--- src/rtl/mem_test_pkg.sv ---
// Shared types and the expected-data rule for the memory self-test engine.
package mem_test_pkg;

    // Width used internally by exp_data; callers cast the result down to their word width.
    localparam int unsigned EXP_W = 64;

    typedef enum logic [2:0] {
        ST_IDLE,
        ST_WR,
        ST_RD,
        ST_RV,
        ST_DONE
    } state_e;

    typedef enum logic [1:0] {
        MODE_FIXED = 2'b00,
        MODE_INCR  = 2'b01,
        MODE_WALK1 = 2'b10,
        MODE_ADDR  = 2'b11
    } mode_e;

    // Expected word for index idx at byte address addr; dw is the real word width.
    function automatic logic [EXP_W-1:0] exp_data(
        input mode_e             mode,
        input logic [EXP_W-1:0]  pattern,
        input logic [31:0]       idx,
        input logic [EXP_W-1:0]  addr,
        input int unsigned       dw
    );
        logic [EXP_W-1:0] r;
        r = pattern;
        case (mode)
            MODE_FIXED: r = pattern;
            MODE_INCR:  r = pattern + EXP_W'(idx);
            MODE_WALK1: r = EXP_W'(1) << (idx % dw);
            MODE_ADDR:  r = addr;
            default:    r = pattern;
        endcase
        return r;
    endfunction

endpackage

--- src/rtl/mem_test_pattern_gen.sv ---
// Combinational expected-data generator for the memory self-test engine.
module mem_test_pattern_gen
    import mem_test_pkg::*;
#(
    parameter int ADDR_WIDTH = 32,
    parameter int DATA_WIDTH = 32,
    parameter int CNT_WIDTH  = 16
) (
    input  logic [1:0]            mode_i,
    input  logic [DATA_WIDTH-1:0] pattern_i,
    input  logic [CNT_WIDTH-1:0]  idx_i,
    input  logic [ADDR_WIDTH-1:0] addr_i,
    output logic [DATA_WIDTH-1:0] exp_o
);

    // Widen operands, apply the pattern rule, truncate back to the word width.
    always_comb begin
        exp_o = DATA_WIDTH'(exp_data(mode_e'(mode_i), EXP_W'(pattern_i), 32'(idx_i),
                                     EXP_W'(addr_i), DATA_WIDTH));
    end

endmodule

--- src/rtl/mem_test_engine.sv ---
// Memory self-test engine: burst write, read-back and compare over one
// req/gnt/rvalid port, with error counting and first-failure capture.
// Optional march pass (inverted data write + read) enabled by MEM_TEST_MARCH_EN.
module mem_test_engine
    import mem_test_pkg::*;
#(
    parameter int ADDR_WIDTH = 32,
    parameter int DATA_WIDTH = 32,
    parameter int CNT_WIDTH  = 16
) (
    input  logic                    clk_i,
    input  logic                    rst_n,
    input  logic                    start_i,
    input  logic                    abort_i,
    input  logic [ADDR_WIDTH-1:0]   base_addr_i,
    input  logic [CNT_WIDTH-1:0]    num_words_i,
    input  logic [1:0]              mode_i,
    input  logic [DATA_WIDTH-1:0]   pattern_i,
    output logic                    mem_req_o,
    input  logic                    mem_gnt_i,
    output logic                    mem_we_o,
    output logic [ADDR_WIDTH-1:0]   mem_addr_o,
    output logic [DATA_WIDTH-1:0]   mem_wdata_o,
    output logic [DATA_WIDTH/8-1:0] mem_be_o,
    input  logic                    mem_rvalid_i,
    input  logic [DATA_WIDTH-1:0]   mem_rdata_i,
    output logic                    busy_o,
    output logic                    done_o,
    output logic                    pass_o,
    output logic [CNT_WIDTH-1:0]    err_cnt_o,
    output logic [ADDR_WIDTH-1:0]   first_err_addr_o,
    output logic [DATA_WIDTH-1:0]   first_err_data_o
);

    localparam logic [ADDR_WIDTH-1:0] ADDR_STEP = ADDR_WIDTH'(DATA_WIDTH / 8);
    localparam logic [CNT_WIDTH-1:0]  CNT_ONE   = CNT_WIDTH'(1);

    state_e                  state_q, state_d;
    logic [CNT_WIDTH-1:0]    idx_q, idx_d;
    logic [CNT_WIDTH-1:0]    num_q, num_d;
    logic [CNT_WIDTH-1:0]    err_cnt_q, err_cnt_d;
    logic [ADDR_WIDTH-1:0]   base_q, base_d;
    logic [ADDR_WIDTH-1:0]   addr_q, addr_d;
    logic [ADDR_WIDTH-1:0]   ferr_addr_q, ferr_addr_d;
    logic [DATA_WIDTH-1:0]   pattern_q, pattern_d;
    logic [DATA_WIDTH-1:0]   ferr_data_q, ferr_data_d;
    logic [1:0]              mode_q, mode_d;
    logic                    abort_q, abort_d;
`ifdef MEM_TEST_MARCH_EN
    logic                    phase_q, phase_d;
`endif

    logic [DATA_WIDTH-1:0]   exp_raw;
    logic [DATA_WIDTH-1:0]   exp_word;
    logic                    last_word;
    logic                    stop_req;
    logic                    mismatch;

    mem_test_pattern_gen #(
        .ADDR_WIDTH (ADDR_WIDTH),
        .DATA_WIDTH (DATA_WIDTH),
        .CNT_WIDTH  (CNT_WIDTH)
    ) u_pattern_gen (
        .mode_i    (mode_q),
        .pattern_i (pattern_q),
        .idx_i     (idx_q),
        .addr_i    (addr_q),
        .exp_o     (exp_raw)
    );

`ifdef MEM_TEST_MARCH_EN
    // Second pass writes and checks the complement of the first-pass data.
    assign exp_word = phase_q ? ~exp_raw : exp_raw;
`else
    assign exp_word = exp_raw;
`endif

    assign last_word = (idx_q == (num_q - CNT_ONE));
    // An abort seen now or earlier in this run ends the test at the next safe point.
    assign stop_req  = abort_i | abort_q;
    assign mismatch  = (mem_rdata_i != exp_word);

    // Next-state, counters and failure capture.
    always_comb begin
        state_d     = state_q;
        idx_d       = idx_q;
        num_d       = num_q;
        err_cnt_d   = err_cnt_q;
        base_d      = base_q;
        addr_d      = addr_q;
        ferr_addr_d = ferr_addr_q;
        pattern_d   = pattern_q;
        ferr_data_d = ferr_data_q;
        mode_d      = mode_q;
        abort_d     = abort_q;
`ifdef MEM_TEST_MARCH_EN
        phase_d     = phase_q;
`endif
        case (state_q)
            ST_IDLE, ST_DONE: begin
                if (start_i) begin
                    base_d      = base_addr_i;
                    addr_d      = base_addr_i;
                    num_d       = num_words_i;
                    mode_d      = mode_i;
                    pattern_d   = pattern_i;
                    idx_d       = '0;
                    err_cnt_d   = '0;
                    ferr_addr_d = '0;
                    ferr_data_d = '0;
                    abort_d     = 1'b0;
`ifdef MEM_TEST_MARCH_EN
                    phase_d     = 1'b0;
`endif
                    state_d     = (num_words_i == '0) ? ST_DONE : ST_WR;
                end
            end
            ST_WR: begin
                if (abort_i) abort_d = 1'b1;
                // Request stays up with stable address/data until granted.
                if (mem_gnt_i) begin
                    if (stop_req) begin
                        state_d = ST_DONE;
                    end else if (last_word) begin
                        state_d = ST_RD;
                        idx_d   = '0;
                        addr_d  = base_q;
                    end else begin
                        idx_d  = idx_q + CNT_ONE;
                        addr_d = addr_q + ADDR_STEP;
                    end
                end
            end
            ST_RD: begin
                if (abort_i) abort_d = 1'b1;
                // A granted read still owes its rvalid, so it is always collected in RV.
                if (mem_gnt_i) state_d = ST_RV;
            end
            ST_RV: begin
                if (abort_i) abort_d = 1'b1;
                if (mem_rvalid_i) begin
                    if (mismatch) begin
                        if (err_cnt_q != '1) err_cnt_d = err_cnt_q + CNT_ONE;
                        if (err_cnt_q == '0) begin
                            ferr_addr_d = addr_q;
                            ferr_data_d = mem_rdata_i;
                        end
                    end
                    if (stop_req) begin
                        state_d = ST_DONE;
                    end else if (last_word) begin
`ifdef MEM_TEST_MARCH_EN
                        if (!phase_q) begin
                            phase_d = 1'b1;
                            state_d = ST_WR;
                            idx_d   = '0;
                            addr_d  = base_q;
                        end else begin
                            state_d = ST_DONE;
                        end
`else
                        state_d = ST_DONE;
`endif
                    end else begin
                        state_d = ST_RD;
                        idx_d   = idx_q + CNT_ONE;
                        addr_d  = addr_q + ADDR_STEP;
                    end
                end
            end
            default: state_d = ST_IDLE;
        endcase
    end

    // State and datapath registers.
    always_ff @(posedge clk_i or negedge rst_n) begin
        if (!rst_n) begin
            state_q     <= ST_IDLE;
            idx_q       <= '0;
            num_q       <= '0;
            err_cnt_q   <= '0;
            base_q      <= '0;
            addr_q      <= '0;
            ferr_addr_q <= '0;
            pattern_q   <= '0;
            ferr_data_q <= '0;
            mode_q      <= '0;
            abort_q     <= 1'b0;
`ifdef MEM_TEST_MARCH_EN
            phase_q     <= 1'b0;
`endif
        end else begin
            state_q     <= state_d;
            idx_q       <= idx_d;
            num_q       <= num_d;
            err_cnt_q   <= err_cnt_d;
            base_q      <= base_d;
            addr_q      <= addr_d;
            ferr_addr_q <= ferr_addr_d;
            pattern_q   <= pattern_d;
            ferr_data_q <= ferr_data_d;
            mode_q      <= mode_d;
            abort_q     <= abort_d;
`ifdef MEM_TEST_MARCH_EN
            phase_q     <= phase_d;
`endif
        end
    end

    assign mem_req_o        = (state_q == ST_WR) || (state_q == ST_RD);
    assign mem_we_o         = (state_q == ST_WR);
    assign mem_addr_o       = addr_q;
    assign mem_wdata_o      = mem_we_o ? exp_word : '0;
    assign mem_be_o         = '1;
    assign busy_o           = (state_q == ST_WR) || (state_q == ST_RD) || (state_q == ST_RV);
    assign done_o           = (state_q == ST_DONE);
    assign pass_o           = done_o && (err_cnt_q == '0) && !abort_q;
    assign err_cnt_o        = err_cnt_q;
    assign first_err_addr_o = ferr_addr_q;
    assign first_err_data_o = ferr_data_q;

endmodule
--- config.mk ---
export PLATFORM = sky130hd
export DESIGN_NAME = mem_test_engine
export DESIGN_NICKNAME = d
export VERILOG_FILES = /design/src/rtl/mem_test_pkg.sv /design/src/rtl/mem_test_pattern_gen.sv /design/src/rtl/mem_test_engine.sv
export SDC_FILE = /design/constraint.sdc
export NUM_CORES = 1
export LEC_CHECK = 0
export CORE_MARGIN = 4
export CORE_UTILIZATION = 58
export CTS_CLUSTER_DIAMETER = 200
export DETAILED_ROUTE_END_ITERATION = 16
export PLACE_DENSITY_LB_ADDON = 0.12
export SLEW_MARGIN = 25
export SYNTH_ARGS = -nofsm -noshare
export SYNTH_HDL_FRONTEND = slang
export SYNTH_SLANG_ARGS = --single-unit
--- constraint.sdc ---
create_clock -name clk_i -period 6.9 [get_ports clk_i]
set_clock_uncertainty 0.2 [all_clocks]
set_input_delay 1.035 -clock clk_i [delete_from_list [all_inputs] [get_ports clk_i]]
set_output_delay 1.035 -clock clk_i [all_outputs]
set_load 0.01 [all_outputs]
==> flow_summary.yaml <==
placement:
  gp_congestion: 1.07
  dp_hpwl_mm: 47.2
  dpl_cell_area_mm2: 0.0179
  port_buffers: 268
critical_path:
  slowest_delay_ns: 0.92
  ff2ff_path_depth: 13
  cp.depth: 13
  cp_top_family: "simple AND/OR/NAND/NOR gates"
  worstPathArrival_ns: 6.35
  path_buf_inv: 1
  path_cells: "ha_1, a21oi_1, nand2_1, o21ai_0, a2111o_1, or4b_1, nor4_1, nand4_1, nor4_1, and4b_1, o21bai_4, buf_4, mux2i_1"
  crit_path_frequent_cell: "nor4_1"
  path_class: "reg -> reg"
  worst-endpoint-required_ns: 7.14
  crit_path_end_kind: "flip-flop"
  crit_fanout: 28
  cp-start-kind: "flip-flop"
  cpMaxStageDelayCell: "dfrtp_1"
clocking:
  cts_tree: "done"
  h-tree-depth: 1
  numCtsBuffers: 24
  clkTransAtPathRegs_ns: 0.06
  hold_buffers: 0
  clockBufferDepth: 3
  root_buffer: "clkbuf_16"
  cts_num_sinks: 214
  post-cts-setup-buffers: 0
  ctsResizeCount: 0
  clock_latency_ns: 0.57
timing:
  setup_viol: 0
  min_period_ns: 6.11
  final.period_utilization_pct: 88.5
  slew_headroom_pct: 41.3
  hold_violations: 0
  slew_viol_final: 0
  fin_tns_setup_ns: 0
  rsz0062_at_grt: "no"
  worst_pin_slew_ns: 0.875
  max_freq_mhz: 164
synth:
  yosysWarnings: 0
  synthesis.instances: 1930
  synth_area_mm2: 0.0153
  syn_avg_cell_area_um2: 7.91
  ys_seq_elements: 214
  synth.distinct_cells: 103
  synth_edf_count: 0
  netlist.area_leader.share_pct: 35.1
  ys.flop_type: "dfrtp_1"
  synthArstFlopShare_pct: 100
  yosys-top-cells-area: "dfrtp_1, nand2_1, mux2i_1, o21ai_0, a21oi_1"
  synth-seq-area-share_pct: 35.1
  yosys.area.top_type: "dfrtp_1"
global_route:
  grt_use_total_pct: 43.1
  antenna_found_initial: 0
  grt_pass1_vias: 16400
  grt_pass1_wl_mm: 96.9
  overflow: 0
  grt_max_degree: 92
layout:
  syn2layout_area_growth_pct: 23.1
  nNetsFinal: 2267
  layout_commonest_cell: "nand2_1"
  antennaDiodeCount: 0
  fillers: 1850
  drive_gt1_share_pct: 5.29
  stdcell_area_mm2: 0.0188
  final_cell_mix: "nand2_1, clkdlybuf4s50_1, dfrtp_1"
floorplan:
  die_x_um: 170
  die-area_mm2: 0.0290
  core_area_mm2: 0.0260
  row_count: 59
  initial_core_util_pct: 58.7
  die_y_um: 170
  io_pins: 273
drt:
  num_vias: 16700
  antenna_left: 0
  drt-initial-drc-count: 2605
  drt_pass1_iterations: 8
  via_per_inst: 6.78
  drt_wl_total_mm: 64.0
  drc_errors: 0
  wl_per_cell_um: 25.9
job:
  maxCapViolCount: 0
run_status:
  status: "complete, no violations"
power_and_ir_drop:
  power_leakage_uw: 0.00812
  p_per_area_mw_per_mm2: 402
  max-vdd-ir-drop_uv: 439
min_path:
  hold_path_depth: 2
  hp-class: "reg -> reg"
## registers in the layout, indices dropped and copies added (netlist names)
name              count
base_q               32
first_err_addr_o     32
first_err_data_o     32
mem_addr_o           32
pattern_q            32
err_cnt_o            16
idx_q                16
num_q                16
state_q               3
mode_q                2
abort_q               1
## worst register-to-register path, stage by stage, from the launching register on
cell      delay, ns
dfrtp_1        0.92
ha_1           0.43
a21oi_1        0.18
nand2_1        0.14
o21ai_0        0.60
a2111o_1       0.24
or4b_1         0.52
nor4_1         0.37
nand4_1        0.14
nor4_1         0.26
and4b_1        0.66
o21bai_4       0.48
buf_4          0.54
mux2i_1        0.30
## power breakdown
part / switching [uW] / internal, uW / leakage, uW / total [uW]
clock: 559 / 819 / 0.000404 / 1380
combinational: 2360 / 1490 / 0.00494 / 3850
sequential: 727 / 1590 / 0.00278 / 2310
## through the flow
| stage | total power [uW] | hold WS (ns) | setup slack (ns) | utilization, % | instances |
|---|---|---|---|---|---|
| detailed placement | 5950 | 0.263 | 1.08 | 69.1 | 2429 |
| global placement | 5860 | 0.258 | 1.20 | 69.1 | 2429 |
| finish | 7540 | 0.282 | 0.792 | 72.3 | 2471 |
| floorplan | 4350 | 0.245 | 2.73 | - | 1933 |
| CTS | 7360 | 0.282 | 0.956 | 72.3 | 2471 |
| global route | 7820 | 0.301 | 0.548 | 72.3 | 2471 |
## cells by family (layout without fill, tap and decap cells)
family	Yosys count	in the layout	synth area share [%]
compound gates	467	467	20.2
flops	214	214	35.1
buf+inv	237	440	6.91
xor+xnor	77	77	4.51
simple gates	824	824	25.4
other cells	1	4	0.0246
mux	83	83	5.62
fa+ha+maj	27	27	2.26
## metal layers
layer / vias up / wire [um] / global-route usage, % / part of all wire (%)
li1: 7170 / - / - / -
met1: 7919 / 23600 / 56.9 / 37
met2: 1360 / 28200 / 66.8 / 44
met3: 297 / 8300 / 10.2 / 13
met4: 0 / 3950 / 21.7 / 6.2
met5: - / 0 / 0 / 0
## synthesized netlist by cell type, types with 6 or more instances
library cell / number
and2_1: 23
mux2i_1: 71
a41oi_1: 8
nor4_1: 19
mux2_2: 7
o221ai_1: 6
a22oi_1: 12
nand4_1: 37
or3_1: 8
dfrtp_1: 214
a21o_1: 15
inv_1: 99
nor2_1: 113
a22o_1: 10
nand2_1: 413
nor3_1: 30
o211ai_1: 10
buf_2: 40
a211oi_1: 29
or2_2: 7
nand3_1: 53
o22ai_1: 12
or4_1: 11
buf_4: 6
a31oi_1: 20
xnor2_1: 51
o31ai_1: 21
o31a_1: 8
buf_6: 10
clkbuf_1: 69
ha_1: 26
a21oi_1: 91
buf_1: 10
nand2b_1: 22
and3_1: 33
o21ai_0: 140
xor2_1: 25
nor3b_1: 7
nor2b_1: 12
## final cells by class
| type | instances | area [um^2] | area share (%) |
|---|---|---|---|
| Sequential cell | 214 | 5360 | 28.5 |
| Multi-Input combinational cell | 1482 | 8880 | 47.3 |
| Timing Repair Buffer | 298 | 2910 | 15.5 |
| Tap cell | 335 | 419 | 2.23 |
| Inverter | 100 | 375 | 2.00 |
| Clock buffer | 36 | 706 | 3.76 |
| Clock inverter | 6 | 133 | 0.706 |
## worst paths after layout
kind	startpoint	end	slack (ns)
max	idx_q[4]	first_err_data_o[27]	0.79
min reg2reg	base_q[22]	base_q[22]	0.28
max in group asynchronous	rst_n	pattern_q[11]	4.81
min in group asynchronous	rst_n	err_cnt_o[6]	0.30
min	base_q[22]	base_q[22]	0.28
max reg2reg	idx_q[4]	first_err_data_o[27]	0.79
Power figures use the tool's default switching activity.
